## src/rtl/single_digit_timer_pkg.sv

```systemverilog
// Shared constants and the load clamp helper for single_digit_timer.
package single_digit_timer_pkg;

  localparam int unsigned DEFAULT_WIDTH   = 4;
  localparam int unsigned DIGIT_MAX_UNITS = 9;
  localparam int unsigned DIGIT_MAX_TENS  = 5;

  function automatic int unsigned clamp(input int unsigned value, input int unsigned max_value);
    return (value > max_value) ? max_value : value;
  endfunction

endpackage

```

## src/rtl/rise_edge_detect.sv

```systemverilog
// Registered rising-edge detector: one-cycle pulse, one cycle after each 0->1 on in.
module rise_edge_detect (
  input  logic clk,
  input  logic rst,
  input  logic in,
  output logic pulse
);

  logic in_q, in_d;
  logic pulse_q, pulse_d;

  always_comb begin
    in_d    = in;
    pulse_d = in & ~in_q;
  end

  always_ff @(posedge clk) begin
    if (rst) begin
      in_q    <= 1'b0;
      pulse_q <= 1'b0;
    end else begin
      in_q    <= in_d;
      pulse_q <= pulse_d;
    end
  end

  assign pulse = pulse_q;

endmodule

```

## src/rtl/single_digit_timer.sv

```systemverilog
// One BCD digit of a cascaded countdown timer with borrow chaining and timeout.
// Define SDT_DECREMENT_EDGE_EN to count one decrement per rising edge of Decrement.
module single_digit_timer
  import single_digit_timer_pkg::*;
#(
  parameter int unsigned WIDTH     = DEFAULT_WIDTH,
  parameter int unsigned MAX_VALUE = DIGIT_MAX_UNITS
) (
  input  logic             clk,
  input  logic             rst,
  input  logic [WIDTH-1:0] binaryInp,
  input  logic             InpLoad,
  input  logic             NoBorrow,
  input  logic             Decrement,
  output logic [WIDTH-1:0] BinaryOut,
  output logic             borrowReq,
  output logic             TOut
);

  localparam logic [WIDTH-1:0] MaxW = WIDTH'(MAX_VALUE);

  logic [WIDTH-1:0] count_q, count_d;
  logic             borrow_q, borrow_d;
  logic             dec_req;

`ifdef SDT_DECREMENT_EDGE_EN
  rise_edge_detect u_dec_edge (
    .clk   (clk),
    .rst   (rst),
    .in    (Decrement),
    .pulse (dec_req)
  );
`else
  assign dec_req = Decrement;
`endif

  always_comb begin
    count_d  = count_q;
    borrow_d = 1'b0;
    if (InpLoad) begin
      count_d = WIDTH'(clamp(32'(binaryInp), MAX_VALUE));
    end else if (dec_req) begin
      if (count_q != '0) begin
        count_d = count_q - WIDTH'(1);
      end else if (!NoBorrow) begin
        // Underflow with a lender available: wrap and ask the next digit up.
        count_d  = MaxW;
        borrow_d = 1'b1;
      end
    end
  end

  always_ff @(posedge clk) begin
    if (rst) begin
      count_q  <= '0;
      borrow_q <= 1'b0;
    end else begin
      count_q  <= count_d;
      borrow_q <= borrow_d;
    end
  end

  assign BinaryOut = count_q;
  assign borrowReq = borrow_q;
  assign TOut      = (count_q == '0) && NoBorrow;

endmodule

```

## config.mk

```make
export PLATFORM = sky130hd
export DESIGN_NAME = single_digit_timer
export DESIGN_NICKNAME = d
export VERILOG_FILES = /design/src/rtl/single_digit_timer_pkg.sv /design/src/rtl/rise_edge_detect.sv /design/src/rtl/single_digit_timer.sv
export SDC_FILE = /design/constraint.sdc
export NUM_CORES = 1
export LEC_CHECK = 0
export CAP_MARGIN = 20
export CORE_AREA = 3 3 40 42
export DETAILED_ROUTE_END_ITERATION = 10
export DIE_AREA = 0 0 43 45
export GPL_ROUTABILITY_DRIVEN = 1
export MAX_ROUTING_LAYER = met4
export PLACE_DENSITY = 0.59
export SYNTH_ARGS = -nofsm -noshare
export SYNTH_HDL_FRONTEND = slang
export SYNTH_SLANG_ARGS = --single-unit
```

## constraint.sdc

```tcl
create_clock -name clk -period 1.38 [get_ports clk]
set_clock_uncertainty 0.15 [all_clocks]
set_input_delay 0.345 -clock clk [delete_from_list [all_inputs] [get_ports clk]]
set_output_delay 0.345 -clock clk [all_outputs]
set_load 0.01 [all_outputs]
```

Word-level counts from Yosys, hierarchy flattened
Cells that the tools add are included.
W data, S select, Z words.
- flip-flop bits (word level): 5
- input bits: 9
- output and inout port bits: 6
- logic and storage cells: 18
- add/sub/neg operators: 1
- magnitude comparators: 1
- eq/ne operators: 1
- mux-type cells: 6
- bitwise logic cells: 1
- reduce and logical (&&, ||, !) cells: 6
- operators by type and width (cell ; number):
    $mux W4 ; 5
    $gt A4 B4 Y1 const B ; 1
    $logic_not A4 Y1 ; 1
    $reduce_bool A4 Y1 ; 1
    $reduce_or A4 Y1 ; 1
    $sub A4 B1 Y4 const B ; 1
    $ne A3 B2 Y1 const B ; 1
    $reduce_and A2 Y1 ; 1
    $reduce_bool A2 Y1 ; 1
    $logic_and A1 B1 Y1 ; 1
    $mux W1 ; 1
    $not A1 Y1 ; 1

Longest topological paths before layout
Gate-level depths: netlist of the first run.
- word-level depth: 4
- depth in mapped cells: 3
- mapped depth without buffers: 3

Worst setup path before layout of the first run
Ideal clock, no wire load.
- path kind: register to register
- from: register count_q[0], in the netlist BinaryOut[0]
- to: register count_q[1], in the netlist BinaryOut[1]
- setup time: 86 ps
- arrival: 1187 ps
- required time: 1144 ps
- setup slack: -43 ps
- cell stages (with the launch flop): 4
- buffers on the path: 0
- clock period less this slack: 1423 ps
- cells stage by stage: dfxtp_1 -> or3b_4 -> or2_0 -> a221oi_2
- word-level cells in the longest chain between the ends: 4
- elaborated cells on any way between the ends: 7
- classes of those cells: add/sub (1); eq/ne (1); mux (3); reduce/logical (2)
- RTL lines (element ; line ; text):
    from (decl) ; single_digit_timer.sv:22 ; logic [WIDTH-1:0] count_q, count_d;
    from (signal assigned) ; single_digit_timer.sv:58 ; count_q <= count_d;
    $sub A4 B1 Y4 or $reduce_bool A4 Y1 (tied branches) ; single_digit_timer.sv:44, single_digit_timer.sv:43 ;
    $mux W4 ; single_digit_timer.sv:43 ; if (count_q != '0) begin
    $mux W4 ; single_digit_timer.sv:42 ; end else if (dec_req) begin
    $mux W4 ; single_digit_timer.sv:40 ; if (InpLoad) begin
Several ways; a longest one is shown, not always the timed one. The select of a mux whose other input is x is not followed.
A chain may end at the register's enable or synchronous reset.

Final worst setup path of the first run
- from: register count_q[2], in the netlist BinaryOut[2]
- to: output TOut
- word-level cells in the longest chain between the ends: 2
- RTL lines (element ; line ; text):
    $logic_not A4 Y1 ; single_digit_timer.sv:65 ; assign TOut = (count_q == '0) && NoBorrow;
    $logic_and A1 B1 Y1 ; single_digit_timer.sv:65 ;
    to (decl) ; single_digit_timer.sv:17 ; output logic TOut
No other way between the ends.

==> metrics.log, run 1 <==
[metrics] number of antenna violations at the first check in global routing: 0
[metrics] number of endpoints with negative hold slack in the final report: 0
[metrics] clock period minus worst slack: 1.49 ns
[metrics] endpoint required time on the critical path: 0.88 ns
[metrics] I/O Buffers: 14
[metrics] Worst R2R End: BinaryOut[1]$_SDFFE_PP0P_
[metrics] Worst R2R Setup Slack: -0.07 ns
[metrics] die width: 43 um
[metrics] total global routing track utilization: 9.61%
[metrics] wire length of the first global-routing pass: 1.32 mm
[metrics] Max-Cap Viols: 0
[metrics] number of enable-type register cells in the synthesized netlist: 0
[metrics] sequential-to-total area share from yosys stat: 34.8%
[metrics] kind of critical path: register to primary output
[metrics] Cell Area, Placed: 517 um^2
[metrics] clock-pin transition on the worst setup and hold timing paths: 0.04 ns
[metrics] TNS Setup: -0.178 ns
[metrics] Layout Area Growth over Synthesis: 98.3%
[metrics] most area-hungry cell type in the Yosys netlist: dfxtp_1
[metrics] netlist area before placement: 288 um^2
[metrics] Tightest Hold Check Type: register to register
[metrics] Final Instance Count excl. Fillers: 77
[metrics] unrepaired setup endpoints after global routing: yes
[metrics] root buffer cell: clkbuf_4
[metrics] number of placed I/O pins: 15
[metrics] TritonCTS sink count: 5
[metrics] Final Util: 44.4%
[metrics] count of filler cells inserted in the layout: 136
[metrics] number of H-tree branching levels: 1
[metrics] via count: 338
[metrics] area used by multi-input combinational logic: 213 um^2
[metrics] VDD IR max: 0.000375 V
[metrics] clock insertion delay at the later pin of the skew report: 0.24 ns
[metrics] CTS hold repair buffers: 0
[metrics] outcome: complete, but fails checks
[metrics] Power Density: 839 nW/um^2
[metrics] synthesis-stage register bit count: 5
[metrics] Unique masters post-synth: 21
[metrics] DRC marker count from the first detailed-route iteration: 2
[metrics] fin. max-slew vios: 0
[metrics] headroom to the max-slew limit: 83.7%
[metrics] routed wire length: 779 um
[metrics] routing usage on met3: 2.79%
[metrics] library cell with the highest instance count after synthesis: dfxtp_1
[metrics] gate count of the mapped netlist: 34
[metrics] pin count of the biggest net entering global routing: 7
[metrics] row cnt: 13
[metrics] synthesized area per cell: 8.46 um^2
[metrics] share of layout cells above drive strength 1: 46.8%
[metrics] Primary FF master, synth: dfxtp_1
[metrics] Tightest Pin Transition: 0.244 ns
[metrics] global-route track usage on met2: 14.4%
[metrics] failing checks: setup timing
[metrics] Core Region: 1280 um^2
[metrics] combined flip-flop and latch cell area: 105 um^2
[metrics] static power due to leakage: 0.259 nW
[metrics] Post-Syn Nets: 43
[metrics] setup slack at placement: -0.665 ns
[metrics] CP max FO: 3
[metrics] reg-to-reg critical path startpoint: BinaryOut[0]$_SDFFE_PP0P_
[metrics] CTS Buf Count: 3
[metrics] Crit. End Element: primary output
[metrics] RD Place Congestion: 0.635
[metrics] area fraction of the dominant cell type after synthesis: 34.8%
[metrics] wire length per cell: 10.1 um
[metrics] Max clock buf depth: 2
[metrics] Starting Density: 22.4%
[metrics] total DRC errors in the routed layout: 0
[metrics] DIE AREA: 1940 um^2
[metrics] global route hottest layer: met2
[metrics] antenna fix cells: 0
[metrics] die span in y: 45 um
[metrics] total congestion overflow: 0
[metrics] final standard cell area without fillers: 571 um^2
[metrics] GR met1 Demand/Resource: 10.8%
[metrics] highest clock rate: 0.670 GHz
[metrics] vias in the first global route: 336
[metrics] Reg2Reg Depth: 3
[metrics] yosys warns: 0
[metrics] final count of negative-setup-slack endpoints: 2
[metrics] Avg Vias per Cell: 4.39
[metrics] antenna-violating nets left: 0
[metrics] CTS tree: yes
[metrics] cell depth of the worst hold path: 3
[metrics] number of nets in the layout: 72
[metrics] worst path setup slack after routing: -0.112 ns
[metrics] Area contributors post-synth: dfxtp_1 (35%), nand3_1 (5.2%), a221oi_2 (5.2%)
[metrics] hold wc startpoint: BinaryOut[2]$_SDFFE_PP0P_
[metrics] terminating pin of the worst hold path: borrowReq$_SDFF_PP0_
[metrics] period utilization: 108%
[metrics] top cells by instance count after synthesis: dfxtp_1 (5), nand3_1 (3), nor2_1 (3)
[metrics] total chip power: 478 uW
[metrics] Detailed Routing Iterations Pass 1: 2
[metrics] async set-or-reset flop fraction in the synthesized netlist: 0%
[metrics] Worst EP arrival: 1.00 ns
[metrics] startpoint kind of the worst setup timing path: register
[metrics] placed insts: 72
[metrics] Min Hold Slack: 0.367 ns
-- power by group --
| group | internal (mW) | switching [mW] | leakage [nW] | total (mW) |
|---|---|---|---|---|
| Combinational | 0.0880 | 0.0579 | 0.201 | 0.146 |
| Sequential | 0.156 | 0.0104 | 0.0425 | 0.167 |
| Clock | 0.109 | 0.0568 | 0.0150 | 0.166 |
| Total | 0.353 | 0.125 | 0.259 | 0.478 |
-- critical path, cell delays in order, from the launching register on --
cell and delay, ns:
dfxtp_2 0.32, nor2_4 0.13, nand2_2 0.06, nor3_2 0.10, buf_2 0.15
-- cells in the final DEF, fill, tap and decap left out, types with 2 or more instances in the layout --
cell             Yosys  layout
nand2b_1             2       2
o21ai_0              2       2
clkdlybuf4s50_1      0       6
dfxtp_2              0       4
buf_4                0       9
nor2_1               3       2
buf_2                0       3
buf_6                0       2
inv_1                2       2
dlygate4sd2_1        0       4
clkbuf_4             0       3
nand3_1              3       3
-- final cells by class --
type,instances,share of cell area [%]
Clock buffer,4,4.61
Sequential cell,5,18.4
Tap cell,15,3.29
Inverter,2,1.32
Timing Repair Buffer,24,35.1
Multi-Input combinational cell,27,37.3
-- registers in the layout (all words and copies together), names as in the netlist --
name and flops:
BinaryOut 4, borrowReq 1
-- worst max path at each step --
stage	startpoint	endpoint	slack (ns)	cells after the start
6_report	BinaryOut[2]$_SDFFE_PP0P_	TOut	-0.11	4
4_1_cts	BinaryOut[1]$_SDFFE_PP0P_	BinaryOut[1]$_SDFFE_PP0P_	-0.16	4
3_5_place_dp	NoBorrow	TOut	-0.67	4
3_3_place_gp	NoBorrow	TOut	-0.65	4
2_1_floorplan	BinaryOut[0]$_SDFFE_PP0P_	BinaryOut[1]$_SDFFE_PP0P_	-0.02	3
5_1_grt	BinaryOut[2]$_SDFFE_PP0P_	TOut	-0.23	4
-- cell families (layout without fill, tap and decap cells) --
group                  after synthesis  after routing  share of synthesized area (%)
buffers and inverters                2             30                           2.61
muxes                                1              1                           3.48
AOI/OAI and AO/OA                    7              7                           17.8
and+or+nand+nor                     19             19                           41.3
DFF                                  5              5                           34.8
-- metal layers --
metal	vias to the layer above	wire [um]
met2	13	345
met1	145	348
met3	2	78
li1	178	-
met5	-	0
met4	0	6
-- timing repair --
action	CTS	global route
resized for setup	24	7
pin swaps	5	5
endpoints found under the hold margin	0	0
setup endpoints to repair	11	7
buffers inserted	2	0
(Power assumes the default switching activity.)
==> inputs of run 2 (changes only) <==
--- a/config.mk
+++ b/config.mk
@@ -7,6 +7,7 @@
 export LEC_CHECK = 0
 export CAP_MARGIN = 20
 export CORE_AREA = 3 3 40 42
+export CTS_BUF_LIST = sky130_fd_sc_hd__clkbuf_8
 export DETAILED_ROUTE_END_ITERATION = 10
 export DIE_AREA = 0 0 43 45
 export GPL_ROUTABILITY_DRIVEN = 1
==> metrics.log, run 2 (synthesis gave the netlist of run 1 again) <==
[metrics] critical-path cell list: buf_6 -> or3b_4 -> or2_4 -> a221oi_2
[metrics] commonest cells after routing, fill and taps aside: buf_4 (7), clkdlybuf4s50_1 (6), dlygate4sd2_1 (5)
[metrics] total congestion overflow: 0
[metrics] Max clock buf depth: 2
[metrics] hold wc startpoint: BinaryOut[3]$_SDFFE_PP0P_
[metrics] Core Region: 1280 um^2
[metrics] static power due to leakage: 0.267 nW
[metrics] Power Density: 965 nW/um^2
[metrics] routed wire length: 769 um
[metrics] antenna fix cells: 0
[metrics] Final Instance Count excl. Fillers: 77
[metrics] fin. max-slew vios: 0
[metrics] antenna-violating nets left: 0
[metrics] total global routing track utilization: 9.95%
[metrics] Crit. End Element: register
[metrics] clock-pin transition on the worst setup and hold timing paths: 0.03 ns
[metrics] Avg Vias per Cell: 4.60
[metrics] clock period minus worst slack: 1.52 ns
[metrics] RD Place Congestion: 0.635
[metrics] Reg2Reg Depth: 4
[metrics] Tightest Pin Transition: 0.270 ns
[metrics] Worst EP arrival: 1.49 ns
[metrics] wire length of the first global-routing pass: 1.30 mm
[metrics] row cnt: 13
[metrics] CTS Buf Count: 3
[metrics] I/O Buffers: 14
[metrics] via count: 354
[metrics] outcome: complete, but fails checks
[metrics] pin count of the biggest net entering global routing: 7
[metrics] Final Util: 45.7%
[metrics] Tightest Hold Check Type: register to register
[metrics] Max-Cap Viols: 0
[metrics] root buffer cell: clkbuf_8
[metrics] VDD IR max: 0.000633 V
[metrics] combined flip-flop and latch cell area: 105 um^2
[metrics] Layout Area Growth over Synthesis: 104%
[metrics] count of filler cells inserted in the layout: 137
[metrics] final standard cell area without fillers: 587 um^2
[metrics] headroom to the max-slew limit: 81.8%
[metrics] endpoint required time on the critical path: 1.35 ns
[metrics] beginning of the critical path: BinaryOut[1]$_SDFFE_PP0P_
[metrics] most common cell after layout, fill and taps aside: buf_4
[metrics] wire length per cell: 9.99 um
[metrics] vias in the first global route: 319
[metrics] number of placed I/O pins: 15
[metrics] final count of negative-setup-slack endpoints: 3
[metrics] Cell Area, Placed: 517 um^2
[metrics] unrepaired setup endpoints after global routing: yes
[metrics] number of endpoints with negative hold slack in the final report: 0
[metrics] CP peak stage delay: 0.37 ns
[metrics] number of antenna violations at the first check in global routing: 0
[metrics] Crit path depth: 4
[metrics] area used by multi-input combinational logic: 199 um^2
[metrics] global route hottest layer: met2
[metrics] reg-to-reg critical path startpoint: BinaryOut[1]$_SDFFE_PP0P_
[metrics] number of H-tree branching levels: 1
[metrics] terminating pin of the worst hold path: borrowReq$_SDFF_PP0_
[metrics] family of cells with the greatest summed delay on the critical path: simple AND/OR/NAND/NOR gates
[metrics] global-route track usage on met2: 13.2%
[metrics] placed insts: 72
[metrics] CP max FO: 3
[metrics] GR met1 Demand/Resource: 10.6%
[metrics] startpoint kind of the worst setup timing path: register
[metrics] total DRC errors in the routed layout: 0
[metrics] DRC marker count from the first detailed-route iteration: 3
[metrics] number of buffers and inverters on the critical path: 1
[metrics] die width: 43 um
[metrics] Starting Density: 22.4%
[metrics] die span in y: 45 um
[metrics] Worst R2R Setup Slack: -0.14 ns
[metrics] CTS tree: yes
[metrics] routing usage on met3: 5.18%
[metrics] highest clock rate: 0.659 GHz
[metrics] failing checks: setup timing
[metrics] number of nets in the layout: 72
[metrics] Worst R2R End: BinaryOut[1]$_SDFFE_PP0P_
[metrics] number of flip-flops under the largest register name: 4
[metrics] clock insertion delay at the later pin of the skew report: 0.22 ns
[metrics] slowest cell on the critical path: or3b_4
[metrics] TritonCTS sink count: 5
[metrics] setup slack at placement: -0.665 ns
[metrics] worst path setup slack after routing: -0.137 ns
[metrics] share of layout cells above drive strength 1: 38.7%
[metrics] period utilization: 110%
[metrics] DIE AREA: 1940 um^2
[metrics] kind of critical path: register to register
[metrics] cell depth of the worst hold path: 3
[metrics] Detailed Routing Iterations Pass 1: 4
-- run 2: cell count changes in the layout (fill, tap and decap cells not counted), moves of 2 or more --
cell / before / now
dfxtp_2: 4 / 1
dfxtp_1: 1 / 3
clkbuf_8: 0 / 3
clkbuf_4: 3 / 0
buf_4: 9 / 7
-- run 2: repair_timing --
action	CTS	global route
setup endpoints to repair	11	5
hold buffers	0	0
buffers inserted	1	0
resized for setup	20	5
endpoints found under the hold margin	0	0
pin swaps	5	6
-- run 2: worst reg2reg max path: stages (launching register included) --
cell	delay (ns)
dfxtp_2	0.32
buf_6	0.11
or3b_4	0.37
or2_4	0.24
a221oi_2	0.23
-- run 2: how the worst max path moves through the flow --
stage | end
floorplan | BinaryOut[1]$_SDFFE_PP0P_
global placement | TOut
detailed placement | TOut
CTS | BinaryOut[1]$_SDFFE_PP0P_
global route | TOut
finish | BinaryOut[1]$_SDFFE_PP0P_
-- run 2: power by group --
group	internal [mW]	switching, mW
Combinational	0.0868	0.0563
Clock	0.190	0.0689
Sequential	0.155	0.00863
Total	0.432	0.134
-- run 2: through the flow --
step	power, mW	hold WS (ns)	TNS, ns
2_1_floorplan	0.217	0.254	-0.0178
6_report	0.566	0.381	-0.269
3_5_place_dp	0.303	0.358	-2.89
4_1_cts	0.567	0.367	-0.306
3_3_place_gp	0.302	0.353	-2.80
5_1_grt	0.608	0.408	-0.582
-- run 2: area by class of cell --
type,instances,area share (%)
clock buffers,3,7.04
clock inverters,1,0.640
inverters,2,1.28
multi-input cells,27,33.9
flip-flops and latches,5,17.9
well taps,15,3.20
repair buffers,24,36.0
-- run 2: layer usage --
metal	wire length, um	share of wire [%]	up-vias
li1	-	-	179
met1	332	43	157
met2	336	44	16
met3	83	11	2
met4	17	2.2	0
met5	0	0	-
